[config.mk]
export PLATFORM = sky130hd
export DESIGN_NAME = sound_irq_latch_flat
export DESIGN_NICKNAME = d
export VERILOG_FILES = /design/src/rtl/sound_irq_latch_if.sv /design/src/rtl/sound_irq_latch.sv /design/src/flat_wrapper.sv
export SDC_FILE = /design/constraint.sdc
export NUM_CORES = 1
export LEC_CHECK = 0
export ABC_AREA = 1
export CAP_MARGIN = 20
export CORE_MARGIN = 2
export CORE_UTILIZATION = 38
export CTS_BUF_LIST = sky130_fd_sc_hd__clkbuf_4 sky130_fd_sc_hd__clkbuf_8
export CTS_CLUSTER_SIZE = 14
export DETAILED_ROUTE_END_ITERATION = 10
export PLACE_DENSITY = 0.81
export RECOVER_POWER = 25
export SKIP_LAST_GASP = 1
export SYNTH_ARGS = -nofsm -noshare
export SYNTH_HDL_FRONTEND = slang
export SYNTH_SLANG_ARGS = --single-unit
[constraint.sdc]
create_clock -name clk_sys -period 1 [get_ports clk_sys]
set_input_delay 0.15 -clock clk_sys [delete_from_list [all_inputs] [get_ports clk_sys]]
set_output_delay 0.15 -clock clk_sys [all_outputs]
set_load 0.01 [all_outputs]
[src/rtl/sound_irq_latch_if.sv]
// Bus between the V33 command port, the Z80 latch/ack strobes and the Z80 interrupt pins.
// The master side drives strobes and data; the slave side is sound_irq_latch.
interface sound_irq_latch_if;
  logic       latch_wr;
  logic [7:0] latch_din;
  logic       latch_rdy;
  logic       z80_latch_rd;
  logic       z80_latch_ack;
  logic [7:0] z80_latch_dout;
  logic       ym_irq_n;
  logic       z80_intack;
  logic       z80_int_n;
  logic [7:0] z80_vector;

  modport master (
    output latch_wr, latch_din, z80_latch_rd, z80_latch_ack, ym_irq_n, z80_intack,
    input  latch_rdy, z80_latch_dout, z80_int_n, z80_vector
  );

  modport slave (
    input  latch_wr, latch_din, z80_latch_rd, z80_latch_ack, ym_irq_n, z80_intack,
    output latch_rdy, z80_latch_dout, z80_int_n, z80_vector
  );
endinterface

[src/rtl/sound_irq_latch.sv]
// V33 -> Z80 sound command latch with merged latch/YM2151 interrupt and RST vector.
// Define SOUND_LATCH_FIFO_EN to replace the single overwrite register with a FIFO_DEPTH-entry FIFO.
module sound_irq_latch #(
  parameter int FIFO_DEPTH = 4
) (
  input  logic             clk_sys,
  input  logic             reset_n,
  input  logic             ce_z80,
  sound_irq_latch_if.slave bus
);

  if (FIFO_DEPTH < 2 || FIFO_DEPTH > 16 || (FIFO_DEPTH & (FIFO_DEPTH - 1)) != 0) begin : g_bad_depth
    $error("sound_irq_latch: FIFO_DEPTH must be a power of two in 2..16");
  end

  logic wr_q, rd_q, ack_q;
  logic wr_edge, rd_edge, ack_edge;
  logic push, pop;
  logic queue_empty, empty_nxt;
  logic lirq;
  logic ym_s1, ym_s2, yirq;
  logic intack_unused;

  // Z80-side history only advances on ce_z80 so a strobe is seen once per Z80 cycle.
  assign wr_edge  = bus.latch_wr & ~wr_q;
  assign rd_edge  = ce_z80 & bus.z80_latch_rd & ~rd_q;
  assign ack_edge = ce_z80 & bus.z80_latch_ack & ~ack_q;

  // NOTE: all state is written with <= so every flop samples pre-edge values of its neighbours.
  always_ff @(posedge clk_sys) begin
    if (!reset_n) begin
      wr_q  <= 1'b0;
      rd_q  <= 1'b0;
      ack_q <= 1'b0;
    end else begin
      wr_q <= bus.latch_wr;
      if (ce_z80) begin
        rd_q  <= bus.z80_latch_rd;
        ack_q <= bus.z80_latch_ack;
      end
    end
  end

`ifdef SOUND_LATCH_FIFO_EN
  localparam int             PTR_W     = $clog2(FIFO_DEPTH);
  localparam logic [PTR_W:0] DEPTH_CNT = (PTR_W + 1)'(FIFO_DEPTH);

  logic [7:0]       mem [FIFO_DEPTH];
  logic [PTR_W-1:0] wr_ptr, rd_ptr;
  logic [PTR_W:0]   count, count_nxt;
  logic             written;

  // A full queue still takes a byte when the same cycle pops one.
  always_comb begin
    pop       = rd_edge && (count != '0);
    push      = wr_edge && ((count != DEPTH_CNT) || pop);
    // NOTE: count_nxt gets its default first, so no branch leaves it unassigned and no latch forms.
    count_nxt = count;
    if (push && !pop)      count_nxt = count + 1'b1;
    else if (pop && !push) count_nxt = count - 1'b1;
  end

  always_ff @(posedge clk_sys) begin
    if (!reset_n) begin
      wr_ptr  <= '0;
      rd_ptr  <= '0;
      count   <= '0;
      written <= 1'b0;
    end else begin
      if (push) begin
        wr_ptr  <= wr_ptr + 1'b1;
        written <= 1'b1;
      end
      if (pop) rd_ptr <= rd_ptr + 1'b1;
      count <= count_nxt;
    end
  end

  // NOTE: storage is not reset; count and written already gate everything the Z80 can see.
  always_ff @(posedge clk_sys) begin
    if (push) mem[wr_ptr] <= bus.latch_din;
  end

  assign queue_empty        = (count == '0);
  assign empty_nxt          = (count_nxt == '0);
  assign bus.z80_latch_dout = written ? mem[rd_ptr] : 8'hFF;
`else
  logic [7:0] data_q;
  logic       valid_q;

  // Original board behaviour: a second write before the Z80 reads simply replaces the byte.
  assign pop  = rd_edge & valid_q;
  assign push = wr_edge;

  always_ff @(posedge clk_sys) begin
    if (!reset_n) begin
      data_q  <= 8'hFF;
      valid_q <= 1'b0;
    end else begin
      if (push) data_q <= bus.latch_din;
      valid_q <= push | (valid_q & ~pop);
    end
  end

  assign queue_empty        = ~valid_q;
  assign empty_nxt          = ~(push | (valid_q & ~pop));
  assign bus.z80_latch_dout = data_q;
`endif

  // A new command beats a simultaneous ack; an ack with entries left keeps the Z80 interrupted.
  always_ff @(posedge clk_sys) begin
    if (!reset_n)                   lirq <= 1'b0;
    else if (wr_edge)               lirq <= 1'b1;
    else if (ack_edge && empty_nxt) lirq <= 1'b0;
  end

  always_ff @(posedge clk_sys) begin
    if (!reset_n) begin
      ym_s1 <= 1'b0;
      ym_s2 <= 1'b0;
    end else begin
      ym_s1 <= ~bus.ym_irq_n;
      ym_s2 <= ym_s1;
    end
  end

  assign yirq = ym_s2;

  // The acknowledge cycle only samples the vector; it clears no interrupt source.
  assign intack_unused = bus.z80_intack;

  assign bus.latch_rdy  = ~queue_empty;
  assign bus.z80_int_n  = ~(lirq | yirq);
  assign bus.z80_vector = 8'hFF & ~{3'b000, lirq, 4'b0000} & ~{4'b0000, yirq, 3'b000};

endmodule

[src/flat_wrapper.sv]
// flat-port wrapper written by rule: the top's interface ports become plain ports
module sound_irq_latch_flat 
#(
  parameter int FIFO_DEPTH = 4
)
  (clk_sys, reset_n, ce_z80, bus_latch_wr, bus_latch_din, bus_z80_latch_rd, bus_z80_latch_ack, bus_ym_irq_n, bus_z80_intack, bus_latch_rdy, bus_z80_latch_dout, bus_z80_int_n, bus_z80_vector);
  sound_irq_latch_if bus_i ();
  input  logic clk_sys;
  input  logic reset_n;
  input  logic ce_z80;
  input wire logic [$bits(bus_i.latch_wr)-1:0] bus_latch_wr;
  input wire logic [$bits(bus_i.latch_din)-1:0] bus_latch_din;
  input wire logic [$bits(bus_i.z80_latch_rd)-1:0] bus_z80_latch_rd;
  input wire logic [$bits(bus_i.z80_latch_ack)-1:0] bus_z80_latch_ack;
  input wire logic [$bits(bus_i.ym_irq_n)-1:0] bus_ym_irq_n;
  input wire logic [$bits(bus_i.z80_intack)-1:0] bus_z80_intack;
  output wire logic [$bits(bus_i.latch_rdy)-1:0] bus_latch_rdy;
  output wire logic [$bits(bus_i.z80_latch_dout)-1:0] bus_z80_latch_dout;
  output wire logic [$bits(bus_i.z80_int_n)-1:0] bus_z80_int_n;
  output wire logic [$bits(bus_i.z80_vector)-1:0] bus_z80_vector;
  assign bus_i.latch_wr = bus_latch_wr;
  assign bus_i.latch_din = bus_latch_din;
  assign bus_i.z80_latch_rd = bus_z80_latch_rd;
  assign bus_i.z80_latch_ack = bus_z80_latch_ack;
  assign bus_i.ym_irq_n = bus_ym_irq_n;
  assign bus_i.z80_intack = bus_z80_intack;
  assign bus_latch_rdy = bus_i.latch_rdy;
  assign bus_z80_latch_dout = bus_i.z80_latch_dout;
  assign bus_z80_int_n = bus_i.z80_int_n;
  assign bus_z80_vector = bus_i.z80_vector;
  sound_irq_latch #(.FIFO_DEPTH(FIFO_DEPTH)) u_core (.clk_sys(clk_sys), .reset_n(reset_n), .ce_z80(ce_z80), .bus(bus_i));
endmodule
==> impl_results.md <==
- Outcome: finished, final reports clean
- Most numerous cell types in the synthesized netlist: nand2_1 (24), dfxtp_1 (15), inv_1 (10), nand3_1 (10), buf_4 (6)
- Asr flop ratio synth: 0%
- Post-CTS Hold Fix Bufs: 0
- Setup repair after global routing missed its margin: true
- Stage delay of the slowest cell on the critical path: 330 ps
- Number of synthesized flops with an enable pin: 0
- Share of the clock period used by the worst path after layout: 96.8%
- TritonRoute pass-1 iters: 2
- Endpoint kind of the worst setup timing path: output pin
- Syn. warnings: 0
- Core ar.: 1470 sq um
- Drc violations: 0
- Effective utilization at floorplan: 39.5%
- Die H: 43.1 um
- Wire length reported by the detailed router: 1.13 mm
- Library cell contributing the largest single delay on the critical path: dfxtp_2
- Max Fanout on Critical Path: 2
- Post-Synthesis Mean Instance Area: 7.64 sq um
- Core Rows: 14
- End-of-flow core utilization: 56.8%
- Fin Clk Skew: 5.89 ps
- Number of clock sinks seen by CTS: 15
- Global-route usage over all layers: 13.9%
- Maximum ir drop on the vdd rail: 882 uV
- Area occupied by multi-input gates: 203 sq um
- Count of cell types in the netlist: 11
- Leading post-synthesis cells by cell area: dfxtp_1 (52%), nand2_1 (16%), nand3_1 (8.6%), buf_4 (7.8%), inv_1 (6.5%)
- Count of pins over their slew limit: 0
- Type of the setup path with the least slack: reg2out
- Number of nets in the finished design: 124
- Share of layout cells above drive strength 1: 30.8%
- Fin. Hold Viols: 0
- Highest Clock Rate: 1030 MHz
- Post-detailed-route wirelength per cell: 9.22 um
- Cell family contributing the most delay on the critical path: flip-flops
- Fillcell total: 148
- Root Driver: clkbuf_4
- Synth-to-Final Area Change: 44.0%
- Iteration-0 DRC count of the detailed router: 5
- TritonCTS clock tree: yes
- TritonCTS Buffers: 3
- Post-synth design cell area: 581 sq um
- Basic-gate share of the synthesized area counting and, or, nand and nor cells: 27.2%
- Count of endpoints failing setup in the final report: 0
- Classification of the worst-slack hold path: in2reg
- Total Die Area: 1860 sq um
- Cells after Synth: 76
- Wire length of the first global-routing pass: 1.88 mm
- Pin count of the biggest net entering global routing: 10
- Nature of the critical path startpoint: flop
- Placer's final routability congestion estimate: 0.621
- Chip width: 43.1 um
- Diodes inserted: 0
- Antenna violations before repair: 0
- Post-route non-filler standard cell count: 123
- I/O Pins: 34
- Largest family of logic cells by synthesized area: simple AND/OR/NAND/NOR gates
- DRT antenna net count: 0
- Total vias in the final route: 533
- Endpoint required time on the critical path: 850 ps
- Leading area contributor after synthesis: dfxtp_1
- Compound-Gate Fraction of Synth Area: 3.45%
- CTS max path bufs: 2
- Part of the Yosys area used for sequential elements: 51.7%
- Vias per cell: 4.33
- DP HPWL: 868 um
- Xor-xnor portion of the synthesized cell area: 0%
- Multiplexer area fraction after synthesis: 0%
- Most used standard cell by instance count after synthesis: nand2_1
- Total grt overflow: 0
- Total power density per cell area: 1470 nW/um^2
- H-tree level count: 1
- Worst Hold Slack: 393 ps
- Fraction of post-synthesis cell area in the top cell type by area: 51.7%
- Post-placement cell count: 119
- Arrival time of data at the critical path endpoint: 820 ps
- Shortest clock period the worst path allows after layout: 968 ps
- Clock insertion delay at the later pin of the skew report: 280 ps
- Via count of the first global-routing pass: 485
- Post-CTS setup buffers: 0
- Reg area: 314 sq um
- Most used flip-flop cell after synthesis: dfxtp_1
- Static leakage: 0.412 nW
- Critical path, cell by cell: nor2_2, buf_2
- Max-Cap Viols: 0
- Flop and latch count out of synthesis: 15
- Adder-cell area share of the yosys netlist: 0%
- Worst path bufs/invs: 1
- Input/output buffers: 26
- Register clock-pin slew on the reported worst setup and hold paths: 90 ps
[where the power goes]
| group | switching, mW | leakage, nW | internal [mW] |
|---|---|---|---|
| logic | 0.107 | 0.271 | 0.114 |
| clock network | 0.192 | 0.0177 | 0.148 |
| registers | 0.0187 | 0.123 | 0.645 |
[final cells by class]
type | count | share of cell area, %
flip-flops and latches | 15 | 37.6
repair buffers | 30 | 28.0
multi-input cells | 48 | 24.3
inverters | 10 | 4.49
clock buffers | 3 | 2.69
well taps | 16 | 2.40
clock inverters | 1 | 0.599
[flip-flops by register name (all words and copies together) (netlist names)]
| register | cells |
|---|---|
| u_core.yirq | 1 |
| u_core.lirq | 1 |
| u_core.bus.latch_rdy | 1 |
| u_core.ym_s1 | 1 |
| u_core.bus.z80_latch_dout | 8 |
| u_core.ack_q | 1 |
| u_core.rd_q | 1 |
| u_core.wr_q | 1 |
[placed cells by master, fill, tap and decap left out, types with 4 or more instances in the layout]
cell type / n
nand2_1: 24
clkdlybuf4s50_1: 12
buf_2: 11
dfxtp_2: 11
inv_1: 10
nand3_1: 10
conb_1: 6
a21oi_1: 4
dfxtp_1: 4
[metrics by stage]
| step | instance area [sq um] | power, mW | setup slack, ps | TNS, ps |
|---|---|---|---|---|
| floorplan | 599 | 0.794 | 241 | 0 |
| global placement | 848 | 0.923 | -120 | -1180 |
| detailed placement | 848 | 0.929 | -148 | -1430 |
| CTS | 877 | 1.25 | 0.0231 | 0 |
| global route | 836 | 1.29 | -19.2 | -32.9 |
| finish | 836 | 1.23 | 32.0 | 0 |
[path summary, 6_finish.rpt]
kind                                               start                                        end  slack (ps)  cells after the start
worst min-delay path                        bus_ym_irq_n                    u_core.ym_s1$_SDFF_PN0_         390                      2
worst max register to register    u_core.wr_q$_SDFF_PN0_  u_core.bus.z80_latch_dout[6]$_SDFFE_PN1P_         180                      5
worst min register to register   u_core.ym_s1$_SDFF_PN0_                     u_core.yirq$_SDFF_PN0_         430                      2
worst max-delay path            u_core.lirq$_SDFFE_PN0P_                              bus_z80_int_n          30                      2
[per-layer routing]
metal / vias up / GRT usage (%) / wire length, um
met3: 4 / 3.40 / 120
met2: 26 / 22.7 / 525
met5: - / 0 / 0
met4: 0 / 10.9 / 34
met1: 224 / 14.9 / 453
li1: 279 / - / -
[cell families (layout without fill, tap and decap cells)]
logic type / count (synthesis) / after routing
AOI/OAI and AO/OA: 4 / 4
and+or+nand+nor: 38 / 38
buffers and inverters: 18 / 44
DFF: 15 / 15
other: 1 / 6
[repair_timing]
| action | in CTS | in global routing |
|---|---|---|
| cloned | 0 | 0 |
| pin swaps | 0 | 0 |
| setup endpoints to repair | 12 | 10 |
| gates resized for setup | 49 | 10 |
No activity file was read; power rests on OpenSTA's default activity.
